$ cat src/rtl/subline_req_splitter_if.sv
// subline_req_splitter_if: request-in and line-request-out handshake bundle
interface subline_req_splitter_if;
  logic        in_valid;
  logic        in_ready;
  logic [63:0] in_scaled_addr;
  logic [5:0]  in_sub_size;
  logic        req_valid;
  logic        req_ready;
  logic [63:0] req_line_addr;
  logic [63:0] req_byte_mask;
  logic        req_last;
  modport master (
    output in_valid, in_scaled_addr, in_sub_size, req_ready,
    input  in_ready, req_valid, req_line_addr, req_byte_mask, req_last
  );
  modport slave (
    input  in_valid, in_scaled_addr, in_sub_size, req_ready,
    output in_ready, req_valid, req_line_addr, req_byte_mask, req_last
  );
endinterface

$ cat src/rtl/subline_req_splitter.sv
// subline_req_splitter: turns a sub-line access into one or two masked line requests
module subline_req_splitter #(
  parameter int LINE_BYTES = 64,
  parameter int CNT_W = 32
) (
  input  logic                  clk,
  input  logic                  rst_n,
  subline_req_splitter_if.slave bus,
  output logic [CNT_W-1:0]      stat_split_cnt,
  output logic [CNT_W-1:0]      stat_null_cnt
);
  localparam logic [1:0] IDLE   = 2'd0;
  localparam logic [1:0] FIRST  = 2'd1;
  localparam logic [1:0] SECOND = 2'd2;

  logic [1:0]  state;
  logic        alive;
  logic [63:0] base;
  logic [6:0]  endPos;
  logic        reqValid;
  logic        reqLast;
  logic [63:0] lineAddr;
  logic [63:0] byteMask;
  logic        accept;
  logic        isNull;
  logic [6:0]  acceptEnd;

  function automatic logic [63:0] rangeMask(input logic [5:0] lo, input logic [5:0] hi);
    return ({64{1'b1}} << lo) & ({64{1'b1}} >> (6'd63 - hi));
  endfunction

  function automatic logic [CNT_W-1:0] satInc(input logic [CNT_W-1:0] c);
    return (&c) ? c : c + 1'b1;
  endfunction

  // alive keeps in_ready low until the first edge after reset release
  assign bus.in_ready      = alive && state == IDLE;
  assign accept            = bus.in_valid && bus.in_ready;
  assign isNull            = bus.in_sub_size == 6'd0;
  assign acceptEnd         = {1'b0, bus.in_scaled_addr[5:0]} + {1'b0, bus.in_sub_size} - 7'd1;
  assign bus.req_valid     = reqValid;
  assign bus.req_last      = reqLast;
  assign bus.req_line_addr = lineAddr;
  assign bus.req_byte_mask = byteMask;

  // request FSM: load first line on acceptance, advance to second line on a crossing
  always_ff @(posedge clk or negedge rst_n) begin
    if (!rst_n) begin
      state    <= IDLE;
      alive    <= 1'b0;
      base     <= '0;
      endPos   <= '0;
      reqValid <= 1'b0;
      reqLast  <= 1'b0;
      lineAddr <= '0;
      byteMask <= '0;
    end else begin
      alive <= 1'b1;
      if (accept && !isNull) begin
        state    <= FIRST;
        base     <= {bus.in_scaled_addr[63:6], 6'b0};
        endPos   <= acceptEnd;
        reqValid <= 1'b1;
        reqLast  <= !acceptEnd[6];
        lineAddr <= {bus.in_scaled_addr[63:6], 6'b0};
        byteMask <= rangeMask(bus.in_scaled_addr[5:0], acceptEnd[6] ? 6'd63 : acceptEnd[5:0]);
      end else if (state == FIRST && bus.req_ready && endPos[6]) begin
        state    <= SECOND;
        reqLast  <= 1'b1;
        lineAddr <= base + 64'(LINE_BYTES);
        byteMask <= rangeMask(6'd0, endPos[5:0]);
      end else if (state != IDLE && bus.req_ready) begin
        state    <= IDLE;
        reqValid <= 1'b0;
        reqLast  <= 1'b0;
      end
    end
  end

  // saturating statistics, counted at acceptance
  always_ff @(posedge clk or negedge rst_n) begin
    if (!rst_n) begin
      stat_split_cnt <= '0;
      stat_null_cnt  <= '0;
    end else if (accept) begin
      stat_null_cnt  <= isNull ? satInc(stat_null_cnt) : stat_null_cnt;
      stat_split_cnt <= (!isNull && acceptEnd[6]) ? satInc(stat_split_cnt) : stat_split_cnt;
    end
  end
endmodule

$ cat src/flat_wrapper.sv
// flat-port wrapper written by rule: the top's interface ports become plain ports
module subline_req_splitter_flat 
#(
  parameter int LINE_BYTES = 64,
  parameter int CNT_W = 32
)
  (clk, rst_n, stat_split_cnt, stat_null_cnt, bus_in_valid, bus_in_scaled_addr, bus_in_sub_size, bus_req_ready, bus_in_ready, bus_req_valid, bus_req_line_addr, bus_req_byte_mask, bus_req_last);
  subline_req_splitter_if bus_i ();
  input  logic clk;
  input  logic rst_n;
  output logic [CNT_W-1:0] stat_split_cnt;
  output logic [CNT_W-1:0] stat_null_cnt;
  input wire logic [$bits(bus_i.in_valid)-1:0] bus_in_valid;
  input wire logic [$bits(bus_i.in_scaled_addr)-1:0] bus_in_scaled_addr;
  input wire logic [$bits(bus_i.in_sub_size)-1:0] bus_in_sub_size;
  input wire logic [$bits(bus_i.req_ready)-1:0] bus_req_ready;
  output wire logic [$bits(bus_i.in_ready)-1:0] bus_in_ready;
  output wire logic [$bits(bus_i.req_valid)-1:0] bus_req_valid;
  output wire logic [$bits(bus_i.req_line_addr)-1:0] bus_req_line_addr;
  output wire logic [$bits(bus_i.req_byte_mask)-1:0] bus_req_byte_mask;
  output wire logic [$bits(bus_i.req_last)-1:0] bus_req_last;
  assign bus_i.in_valid = bus_in_valid;
  assign bus_i.in_scaled_addr = bus_in_scaled_addr;
  assign bus_i.in_sub_size = bus_in_sub_size;
  assign bus_i.req_ready = bus_req_ready;
  assign bus_in_ready = bus_i.in_ready;
  assign bus_req_valid = bus_i.req_valid;
  assign bus_req_line_addr = bus_i.req_line_addr;
  assign bus_req_byte_mask = bus_i.req_byte_mask;
  assign bus_req_last = bus_i.req_last;
  subline_req_splitter #(.LINE_BYTES(LINE_BYTES), .CNT_W(CNT_W)) u_core (.clk(clk), .rst_n(rst_n), .bus(bus_i), .stat_split_cnt(stat_split_cnt), .stat_null_cnt(stat_null_cnt));
endmodule
$ cat config.mk
export PLATFORM = sky130hd
export DESIGN_NAME = subline_req_splitter_flat
export DESIGN_NICKNAME = d
export VERILOG_FILES = /design/src/rtl/subline_req_splitter_if.sv /design/src/rtl/subline_req_splitter.sv /design/src/flat_wrapper.sv
export SDC_FILE = /design/constraint.sdc
export NUM_CORES = 1
export LEC_CHECK = 0
export BUFFER_PORTS_ARGS = -buffer_cell sky130_fd_sc_hd__buf_2
export CAP_MARGIN = 25
export CORE_MARGIN = 5
export CORE_UTILIZATION = 50
export CTS_CLUSTER_SIZE = 40
export DETAILED_ROUTE_END_ITERATION = 16
export PLACE_DENSITY = 0.71
export SYNTH_ARGS = -nofsm -noshare
export SYNTH_HDL_FRONTEND = slang
export SYNTH_SLANG_ARGS = --single-unit
$ cat constraint.sdc
create_clock -name clk -period 3.8 [get_ports clk]
set_input_delay 0.76 -clock clk [delete_from_list [all_inputs] [get_ports clk]]
set_output_delay 0.76 -clock clk [all_outputs]
set_load 0.02 [all_outputs]
After elaboration in Yosys (flattened, before gate mapping)

Cells that the tools add are included.

Add/subtract/negate cells: 7
Equality and inequality tests: 2
Shift-type cells: 3
Mux-type cells: 13
Bitwise logic cells: 3
Reduce and logical (&&, ||, !) cells: 20

Operators by type and width:

| cell                                                 | count |
|---|---|
| two-way mux 64 bit                                   | 4 |
| right shift 64 x 6 -> 64 bit (first input constant)  | 2 |
| adder 32 x 1 -> 32 bit (second input constant)       | 2 |
| adder 64 x 7 -> 64 bit (second input constant)       | 1 |
| AND 64 bit                                           | 1 |
| AND reduction 32 bit                                 | 2 |
| left shift 64 x 6 -> 64 bit (first input constant)   | 1 |
| subtractor 6 bit (first input constant)              | 2 |
| adder 6 x 6 -> 7 bit                                 | 1 |
| logical AND 1 bit                                    | 7 |
| subtractor 7 x 1 -> 7 bit (second input constant)    | 1 |
| logical NOT 6 bit                                    | 1 |
| two-way mux 2 bit                                    | 3 |
| two-way mux 6 bit                                    | 1 |
| AND reduction 3 bit                                  | 2 |
| nonzero test 2 bit                                   | 3 |
| two-way mux 1 bit                                    | 5 |
| nonzero test 3 bit                                   | 1 |
| equality test 2 x 1 -> 1 bit (second input constant) | 1 |
| logical NOT 1 bit                                    | 2 |
| logical NOT 2 bit                                    | 1 |
| != test 2 x 1 -> 1 bit (second input constant)       | 1 |
| NOT 1 bit                                            | 2 |
| AND reduction 2 bit                                  | 1 |

Register bits: 262
Output and inout bits: 195
Word-level logic and storage cells: 58

Depth between registers and ports, before layout

Gate-level depths: netlist of run 1.

Depth after elaboration: 7
Depth in mapped cells: 14
Gate-level depth less buffers: 12

Worst setup path after synthesis of run 1

No wires, ideal clock.

Path kind: input to register
Start point: input bus_in_scaled_addr[2]
End point: register u_core.byteMask[11], in the netlist u_core.bus.req_byte_mask[11]
Setup time: 0.140 ns
Arrival: 3.321 ns
Setup slack: 0.340 ns
Stages on the path: 12
Cell sequence: clkbuf_1 inv_1 ha_1 inv_1 ha_1 a21oi_1 o2111ai_4 xnor2_2 buf_2 o21ai_1 a2111oi_0 o22ai_1

Longest elaborated chain between the ends: 7
Elaborated cells on any way between the ends: 8
Classes of those cells: add/sub: 3; shift: 2; mux: 2; bitwise: 1

RTL lines:

| item                         | RTL line                   | text |
|---|---|---|
| start, declared              | flat_wrapper.sv:14         | `input wire logic [$bits(bus_i.in_scaled_addr)-1:0] bus_in_scaled_addr;` |
| adder 6 x 6 -> 7 bit         | subline_req_splitter.sv:40 | `assign acceptEnd = {1'b0, bus.in_scaled_addr[5:0]} + {1'b0, bus.in_sub_size} - 7'd1;` |
| subtractor 7 x 1 -> 7 bit    | subline_req_splitter.sv:40 |  |
| two-way mux 6 bit            | subline_req_splitter.sv:66 | `byteMask <= rangeMask(bus.in_scaled_addr[5:0], acceptEnd[6] ? 6'd63 : acceptEnd[5:0]);` |
| subtractor 6 bit             | subline_req_splitter.sv:29 | `return ({64{1'b1}} << lo) & ({64{1'b1}} >> (6'd63 - hi));` |
| right shift 64 x 6 -> 64 bit | subline_req_splitter.sv:29 |  |
| AND 64 bit (*)               | subline_req_splitter.sv:29 |  |
| two-way mux 64 bit (*)       | subline_req_splitter.sv:59 | `if (accept && !isNull) begin` |
| end signal, assigned         | subline_req_splitter.sv:66 |  |
| end signal, assigned         | subline_req_splitter.sv:71 | `byteMask <= rangeMask(6'd0, endPos[5:0]);` |
| end, declared                | subline_req_splitter.sv:23 | `logic [63:0] byteMask;` |

Every way passes the cells marked *; elsewhere a longest branch is shown, timed or not.
A chain may end at the register's enable or synchronous reset.

Worst setup path after layout of run 1

Start point: input bus_in_scaled_addr[1]
End point: register u_core.byteMask[11], in the netlist u_core.bus.req_byte_mask[11]

The elaborated chain is that of the path after synthesis.

==> results of run 1 <==
==> power by group <==
group / internal, uW / switching (uW)
Sequential: 3610 / 789
Combinational: 1470 / 2800
Clock: 1610 / 1140
Total: 6680 / 4730
==> through the flow <==
step,utilization,std cells
final,0.614,2177
after global routing,0.614,2177
after CTS,0.614,2177
after detailed placement,0.580,2124
after global placement,0.580,2124
after floorplan,-,1550
==> flip-flops by register name, indices dropped and copies added, names as in the netlist <==
name / cells
u_core.endPos: 7
u_core.bus.req_line_addr: 58
u_core.bus.req_byte_mask: 64
u_core.alive: 1
u_core.state: 2
u_core.bus.req_last: 1
u_core.base: 58
u_core.bus.req_valid: 1
u_core.stat_split_cnt: 32
u_core.stat_null_cnt: 32
==> cells in the mapped netlist, types with 5 or more instances <==
cell	n	area, um^2
o31ai_1	15	113
o21ai_0	131	656
xnor2_1	83	727
nand4_1	36	225
a21o_1	7	52.6
ha_1	14	175
nor3_1	39	195
inv_1	46	173
mux2i_1	5	50.1
o21ai_1	10	50.1
o211ai_1	27	203
and4_1	6	52.6
nor4_4	8	170
xor2_1	34	298
o21a_1	6	45.0
or2_2	5	31.3
o2111ai_1	5	43.8
buf_1	5	18.8
a22oi_1	30	225
o221ai_1	11	96.3
buf_2	14	70.1
nor4_1	12	75.1
and3_1	23	144
nor2_1	110	413
buf_4	9	67.6
a21oi_1	81	405
nand2_1	282	1060
dfrtp_1	256	6410
nand2b_1	6	37.5
clkbuf_1	69	259
a31oi_1	12	75.1
nand3_1	70	350
o22ai_1	14	87.6
==> critical path, cell delays in order <==
cell	delay (ns)
buf_2	0.15
inv_1	0.08
ha_1	0.27
inv_1	0.06
ha_1	0.21
inv_1	0.07
fa_1	0.44
nand3b_1	0.23
nor3_1	0.15
a21oi_1	0.06
o221a_2	0.39
buf_4	0.25
a2111oi_0	0.42
o22ai_1	0.13
==> logic make-up (layout without fill, tap and decap cells) <==
family	count (synthesis)	count (layout)	synth area share
xor+xnor	118	118	0.0761
mux	7	7	0.00531
buf+inv	145	431	0.0441
other cells	2	7	0.000549
simple gates	630	630	0.225
flops	256	256	0.468
compound gates	372	372	0.166
fa+ha+maj	15	15	0.0143
==> final cells by class <==
class | count | area [um^2]
multi-input combinational | 1149 | 6720
inverter | 47 | 176
timing repair buffer | 331 | 1890
clock inverter | 11 | 90.1
sequential | 256 | 6410
tap | 341 | 427
fill | 2371 | 10400
clock buffer | 42 | 845
==> worst paths after layout <==
kind                                                            end  slack [ns]  cells past startpoint
setup reg to reg           u_core.bus.req_line_addr[63]$_DFFE_PN0P_        1.08                      6
hold / removal                 u_core.stat_split_cnt[3]$_DFFE_PN0P_        0.27                      1
setup / recovery           u_core.bus.req_byte_mask[11]$_DFFE_PN0P_        0.54                     14
min in group clk                        u_core.base[39]$_DFFE_PN0P_        0.42                      3
hold reg to reg            u_core.bus.req_byte_mask[52]$_DFFE_PN0P_        0.48                      2
max in group asynchronous                    u_core.alive$_DFF_PN0_        2.61                      2
==> per-layer routing <==
metal	track usage	vias up	routed length (um)
met5	0	-	11
met4	0.0939	2	1550
li1	-	5953	-
met1	0.399	6237	19200
met2	0.452	619	20700
met3	0.0564	117	3870
==> results.json, run 1 <==
{
  "crit_fanout": 19,
  "clk_pin_slew_worst_paths_ns": 0.06,
  "final.setup.worst_slack_ns": 0.541,
  "ys_ff_latch": 256,
  "cp-start-kind": "primary input",
  "num_rows": 60,
  "maxCapViolations": 0,
  "numCtsBuffers": 29,
  "r2r_start": "u_core.base[13]$_DFFE_PN0P_",
  "num_vias": 12900,
  "clockBufferDepth": 3,
  "path_class": "in2reg",
  "hold_viol": 0,
  "crit_path_start": "bus_in_scaled_addr[1]",
  "power_density_nw_per_um2": 689,
  "avgSynthCellArea_um2": 8.85,
  "die_w_um": 175,
  "io-pin-count": 269,
  "ys_seq_area_frac": 0.468,
  "grt_pass1_vias": 12600,
  "cts_setup_buffers": 0,
  "layout-drive-gt1-share": 0.227,
  "finalPower_uw": 11400,
  "relSlewSlack": 0.367,
  "drtPass1Iterations": 6,
  "hold_path_class": "in2async",
  "fin_setup_tns_ns": 0,
  "portBuffers": 262,
  "nNetsFinal": 1903,
  "cts_tree": "yes",
  "dieHeight_um": 175,
  "antenna_found_initial": 1,
  "cts.sinks": 256,
  "cp_data_arrival_time_ns": 3.67,
  "final_antenna_net_count": 0,
  "cts_resized": 0,
  "layout_common_cells": "nand2_1, buf_2, dfrtp_1, o21ai_0, nor2_1",
  "die-area_um2": 30800,
  "wl_per_cell_um": 20.8,
  "postSynthCellCount": 1545,
  "ir_drop_mv": 0.473,
  "cts_max_level": 1,
  "layout_commonest_cell": "nand2_1",
  "grt_first_pass_wirelength_um": 71400,
  "synth-edff-count": 0,
  "wirelength_um": 45300,
  "fmax_ghz": 0.307,
  "yosysWarnings": 0,
  "fin_area_um2": 16600,
  "post-route-period-util": 0.858,
  "worst_pin_slew_ns": 0.950,
  "root_buffer": "clkbuf_16",
  "postPlaceCellArea_um2": 15600,
  "cp-end-kind": "flip-flop",
  "dp_hpwl_um": 32900,
  "track_usage": 0.286,
  "status": "completed",
  "globalplace.congestion": 1.02,
  "slew_violations": 0,
  "drc": 0,
  "clock_latency_ns": 0.55,
  "rsz0062_at_grt": "no",
  "viasPerCell": 5.94,
  "finalWorstPathRequiredPeriod_ns": 3.26,
  "drtIter0Drc": 1232,
  "synthFlopType": "dfrtp_1",
  "core_um2": 27000,
  "dp_slack_ns": 0.00413,
  "ys_types": 69,
  "required_ns": 4.21,
  "grt-ovfl-total": 0,
  "syn_area_um2": 13700,
  "syn_to_final_growth_pct": 21.0,
  "synthArstFlopShare": 1.00,
  "worst_clock_skew_ns": 0.0138,
  "setup_viol": 0,
  "start_util": 0.507,
  "antenna_cells": 0,
  "power.leakage_uw": 0.00791,
  "grt_max_degree": 115,
  "hold_slack_ns": 0.269,
  "cts_hold_buf": 0
}
Note: power is estimated with default switching activity, not from simulation.
==> inputs of run 2 (changes only) <==
--- a/config.mk
+++ b/config.mk
@@ -7,11 +7,13 @@
 export LEC_CHECK = 0
 export BUFFER_PORTS_ARGS = -buffer_cell sky130_fd_sc_hd__buf_2
 export CAP_MARGIN = 25
+export CELL_PAD_IN_SITES_DETAIL_PLACEMENT = 1
+export CELL_PAD_IN_SITES_GLOBAL_PLACEMENT = 1
 export CORE_MARGIN = 5
-export CORE_UTILIZATION = 50
+export CORE_UTILIZATION = 45
 export CTS_CLUSTER_SIZE = 40
 export DETAILED_ROUTE_END_ITERATION = 16
-export PLACE_DENSITY = 0.71
+export PLACE_DENSITY = 0.84
 export SYNTH_ARGS = -nofsm -noshare
 export SYNTH_HDL_FRONTEND = slang
 export SYNTH_SLANG_ARGS = --single-unit
==> run 2 against run 1 <==
Compared with the run above: cell count rose by 1.9%; sequential share of layout area fell by 0.067 points; sequential cell count did not move; non-clock buffer count fell by 9; largest cell class unchanged; highest routed layer unchanged.
==> results.json, run 2 (same netlist as run 1, synthesis figures left out) <==
{
  "cts.sinks": 256,
  "dpl.cell_count": 2164,
  "finalWorstPathRequiredPeriod_ns": 3.19,
  "io-pin-count": 269,
  "cp-start-kind": "primary input",
  "worst_pin_slew_ns": 0.938,
  "crit_fanout": 16,
  "viasPerCell": 6.03,
  "fin_util": 0.557,
  "r2r_setup_slack_ns": 1.06,
  "setup_viol": 0,
  "nNetsFinal": 1894,
  "wirelength_um": 52100,
  "drc": 0,
  "path_class": "in2reg",
  "cts_hold_buf": 0,
  "layoutNonFillerInstCount": 2218,
  "globalplace.congestion": 0.966,
  "cp-end-kind": "flip-flop",
  "cp_data_arrival_time_ns": 3.61,
  "rsz0062_at_grt": "no",
  "num_vias": 13400,
  "cts_max_level": 1,
  "start_util": 0.459,
  "relSlewSlack": 0.374,
  "antenna_cells": 0,
  "grt-ovfl-total": 0,
  "core_um2": 29800,
  "post-route-period-util": 0.841,
  "die_w_um": 184,
  "numCtsBuffers": 29,
  "hold_viol": 0,
  "cts_tree": "yes",
  "track_usage": 0.298,
  "wl_per_cell_um": 23.5,
  "grt_pass1_vias": 13900,
  "fillers": 3570,
  "root_buffer": "clkbuf_16",
  "clock_latency_ns": 0.56,
  "required_ns": 4.21,
  "slew_violations": 0,
  "grt_first_pass_wirelength_um": 80800,
  "power.leakage_uw": 0.00789,
  "layout-drive-gt1-share": 0.223,
  "drtPass1Iterations": 5,
  "clk_pin_slew_worst_paths_ns": 0.06,
  "die-area_um2": 34000,
  "largest_reg_flops": 64,
  "fin_setup_tns_ns": 0,
  "final.setup.worst_slack_ns": 0.605,
  "drtIter0Drc": 1134,
  "antenna_found_initial": 3,
  "portBuffers": 262,
  "power_density_nw_per_um2": 702,
  "dieHeight_um": 184,
  "layout_common_cells": "nand2_1, buf_2, dfrtp_1, o21ai_0, nor2_1",
  "grt_max_degree": 93,
  "status": "completed",
  "layout_commonest_cell": "nand2_1",
  "ir_drop_mv": 0.428,
  "clockBufferDepth": 3,
  "dp_slack_ns": 0.105,
  "cts_setup_buffers": 0,
  "dp_hpwl_um": 37700,
  "syn_to_final_growth_pct": 21.3,
  "worst_clock_skew_ns": 0.00900,
  "finalPower_uw": 11600,
  "maxCapViolations": 0,
  "hold_path_class": "in2async",
  "cts_resized": 0,
  "num_rows": 63,
  "final_antenna_net_count": 0,
  "fmax_ghz": 0.313
}
-- run 2: changes by cell type in the layout (fill, tap and decap cells not counted) --
cell / before / now
buf_4: 65 / 55
clkinvlp_4: 1 / 0
clkbuf_8: 7 / 6
clkinv_2: 7 / 10
bufinv_16: 1 / 2
buf_16: 0 / 1
clkinv_4: 1 / 0
-- run 2: layout make-up --
type	instances	area [um^2]	area share
multi-input combinational	1149	6720	0.405
clock inverter	13	119	0.00717
timing repair buffer	322	1840	0.111
clock buffer	41	831	0.0501
sequential	256	6410	0.386
tap	390	488	0.0294
inverter	47	176	0.0106
-- run 2: worst paths after layout --
kind,cells after the start,startpoint,to
worst min-delay path,1,rst_n,u_core.stat_split_cnt[5]$_DFFE_PN0P_
max in group asynchronous,2,rst_n,u_core.bus.req_line_addr[20]$_DFFE_PN0P_
worst max register to register,6,u_core.base[23]$_DFFE_PN0P_,u_core.bus.req_line_addr[63]$_DFFE_PN0P_
worst min register to register,1,u_core.stat_split_cnt[26]$_DFFE_PN0P_,u_core.stat_split_cnt[26]$_DFFE_PN0P_
min in group clk,3,bus_in_scaled_addr[8],u_core.base[8]$_DFFE_PN0P_
worst max-delay path,14,bus_in_scaled_addr[1],u_core.bus.req_byte_mask[9]$_DFFE_PN0P_
-- run 2: per-stage QoR --
| stage | cell area (um^2) | hold WS [ns] |
|---|---|---|
| global placement | 15600 | 0.463 |
| global route | 16600 | 0.267 |
| finish | 16600 | 0.212 |
| detailed placement | 15600 | 0.471 |
| CTS | 16600 | 0.265 |
| floorplan | 13700 | 0.464 |
-- run 2: worst max-delay path: stages --
cell      delay, ns
buf_2          0.16
inv_1          0.08
ha_1           0.27
inv_1          0.06
ha_1           0.22
inv_1          0.08
fa_1           0.45
nand3b_1       0.23
nor3_1         0.16
a21oi_1        0.07
o221a_2        0.33
buf_4          0.23
o31ai_1        0.35
o21ai_0        0.16
-- run 2: metal layers --
layer | vias up | GRT usage | wire [um]
met4 | 6 | 0.116 | 2210
met1 | 6689 | 0.402 | 21600
met3 | 152 | 0.0582 | 4060
met5 | - | 0 | 41
li1 | 5934 | - | -
met2 | 594 | 0.477 | 24200
-- run 2: report_power, final --
group	total, uW	internal (uW)	switching (uW)
registers	4500	3610	895
logic	4320	1440	2890
clock network	2810	1650	1160
total	11600	6690	4940
==> inputs of run 3 (changes only) <==
--- a/config.mk
+++ b/config.mk
@@ -10,10 +10,10 @@
 export CELL_PAD_IN_SITES_DETAIL_PLACEMENT = 1
 export CELL_PAD_IN_SITES_GLOBAL_PLACEMENT = 1
 export CORE_MARGIN = 5
-export CORE_UTILIZATION = 45
+export CORE_UTILIZATION = 42
 export CTS_CLUSTER_SIZE = 40
 export DETAILED_ROUTE_END_ITERATION = 16
-export PLACE_DENSITY = 0.84
+export PLACE_DENSITY = 0.79
 export SYNTH_ARGS = -nofsm -noshare
 export SYNTH_HDL_FRONTEND = slang
 export SYNTH_SLANG_ARGS = --single-unit
==> constraint.sdc (replaced) <==
create_clock -name clk -period 3.2 [get_ports clk]
set_input_delay 0.64 -clock clk [delete_from_list [all_inputs] [get_ports clk]]
set_output_delay 0.64 -clock clk [all_outputs]
set_load 0.02 [all_outputs]
==> run 3 against run 2 <==
Compared with the run above: non-clock buffer count grew 37; worst setup slack lost 0.17 ns; hold slack got worse by 0.16 ns; count of clock-buffer cells in the layout increased by 3; wire length decreased by 1.1%; sequential cell count unchanged; final area up 3.0%; register-to-register slack got worse by 0.40 ns; sequential share of layout area down 1.1 points; highest routed layer unchanged.
==> results.json, run 3 (same netlist as run 1, synthesis figures left out) <==
{
  "status": "completed",
  "core_um2": 32400,
  "required_ns": 3.64,
  "fillers": 3845,
  "final_antenna_net_count": 0,
  "grt_first_pass_wirelength_um": 80100,
  "drtIter0Drc": 872,
  "wl_met3_um": 3810,
  "largest_reg_flops": 64,
  "cpPeakStageDelay_ns": 0.34,
  "maxCapViolations": 0,
  "wl_met2_um": 24000,
  "setup_viol": 0,
  "root_buffer": "clkbuf_16",
  "io-pin-count": 269,
  "seqCellArea_um2": 6410,
  "hold_slack_ns": 0.0556,
  "nNetsFinal": 1933,
  "portBuffers": 262,
  "globalplace.congestion": 0.991,
  "highest_layer": "met5",
  "wl_per_cell_um": 22.3,
  "clk_pin_slew_worst_paths_ns": 0.06,
  "cts.sinks": 256,
  "clockBufferDepth": 3,
  "cts_hold_buf": 0,
  "die_w_um": 190,
  "rsz0062_at_grt": "no",
  "slowest_stage": "a211oi_1",
  "cts_max_level": 1,
  "cts_resized": 0,
  "power.leakage_uw": 0.00813,
  "layout-drive-gt1-share": 0.241,
  "cts_tree": "yes",
  "dieHeight_um": 190,
  "power_density_nw_per_um2": 829,
  "r2r_start": "u_core.state[1]$_DFFE_PN0P_",
  "path_class": "in2reg",
  "grt_max_degree": 81,
  "wirelength_um": 51500,
  "hold_path_class": "in2async",
  "layoutNonFillerInstCount": 2312,
  "slew_violations": 0,
  "cp-start-kind": "primary input",
  "grt-ovfl-total": 0,
  "crit_chain": "buf_2 > inv_1 > ha_1 > inv_1 > ha_1 > a21o_1 > a211oi_1 > or2_0 > nand3_1 > o21ai_0 > buf_4 > o21ai_0",
  "cp-end-kind": "flip-flop",
  "drc": 0,
  "antenna_found_initial": 4,
  "viasPerCell": 5.72,
  "start_util": 0.422,
  "crit_path_start": "bus_in_scaled_addr[2]",
  "cp_data_arrival_time_ns": 3.20,
  "ir_drop_mv": 0.507,
  "syn_to_final_growth_pct": 24.9,
  "finalWorstPathRequiredPeriod_ns": 2.77,
  "worst_pin_slew_ns": 1.09,
  "drt-met1-wl_um": 22100,
  "post-route-period-util": 0.864,
  "worst_clock_skew_ns": 0.0119,
  "multi_input_comb_area_um2": 6740,
  "hold_viol": 0,
  "num_vias": 13200,
  "layout_commonest_cell": "nand2_1",
  "crit_fanout": 5,
  "clock_latency_ns": 0.57,
  "cts_setup_buffers": 0,
  "fmax_ghz": 0.362,
  "grt_pass1_vias": 13800,
  "drtPass1Iterations": 5,
  "layout_common_cells": "nand2_1, buf_2, dfrtp_1, o21ai_0, nor2_1",
  "numCtsBuffers": 31,
  "relSlewSlack": 0.268,
  "track_usage": 0.277,
  "die-area_um2": 36300,
  "dp_hpwl_um": 37300,
  "dpl.cell_count": 2253,
  "num_rows": 66
}
## run 3: layer usage
| metal | global-route usage | vias up |
|---|---|---|
| met5 | 0 | - |
| met4 | 0.0796 | 6 |
| met3 | 0.0648 | 109 |
| met2 | 0.448 | 480 |
| met1 | 0.374 | 6615 |
| li1 | - | 6010 |
## run 3: final cells by class
class | instances | area share
multi-input cells | 1149 | 0.394
flip-flops and latches | 256 | 0.375
repair buffers | 359 | 0.126
clock buffers | 44 | 0.0530
well taps | 442 | 0.0324
inverters | 47 | 0.0104
clock inverters | 13 | 0.00894
diodes | 2 | 0.000293
## run 3: path summary, 6_finish.rpt
check | endpoint | slack (ns) | cells after the start
hold reg to reg | u_core.bus.req_byte_mask[59]$_DFFE_PN0P_ | 0.48 | 2
setup reg to reg | u_core.stat_split_cnt[18]$_DFFE_PN0P_ | 0.66 | 6
min in group clk | u_core.base[8]$_DFFE_PN0P_ | 0.29 | 3
setup / recovery | u_core.bus.req_byte_mask[35]$_DFFE_PN0P_ | 0.43 | 12
max in group asynchronous | u_core.bus.req_line_addr[40]$_DFFE_PN0P_ | 2.34 | 2
hold / removal | u_core.stat_split_cnt[11]$_DFFE_PN0P_ | 0.06 | 1
## run 3: stage by stage
stage / TNS, ns / util / worst slack, ns / instance area [um^2] / total power (uW)
after global routing: 0 / 0.528 / 0.255 / 17100 / 14900
final: 0 / 0.528 / 0.434 / 17100 / 14200
after detailed placement: -1.32 / 0.495 / -0.121 / 16000 / 10500
after CTS: 0 / 0.528 / 0.473 / 17100 / 14200
after global placement: -0.268 / 0.495 / -0.0870 / 16000 / 10400
after floorplan: 0 / - / 0.0454 / 13700 / 8140
## run 3: power breakdown
part,internal [uW],switching [uW],leakage (uW)
combinational,1790,3400,0.00436
sequential,4280,1060,0.00325
clock,2200,1440,0.000520
## run 3: worst max-delay path, delay by kind of cell
kind                     cells  cell delay (ns)
buffers and inverters        4             0.39
AND/OR/NAND/NOR              2             0.56
adder cells (fa/ha/maj)      2             0.66
AO/OA/AOI/OAI                4             0.95
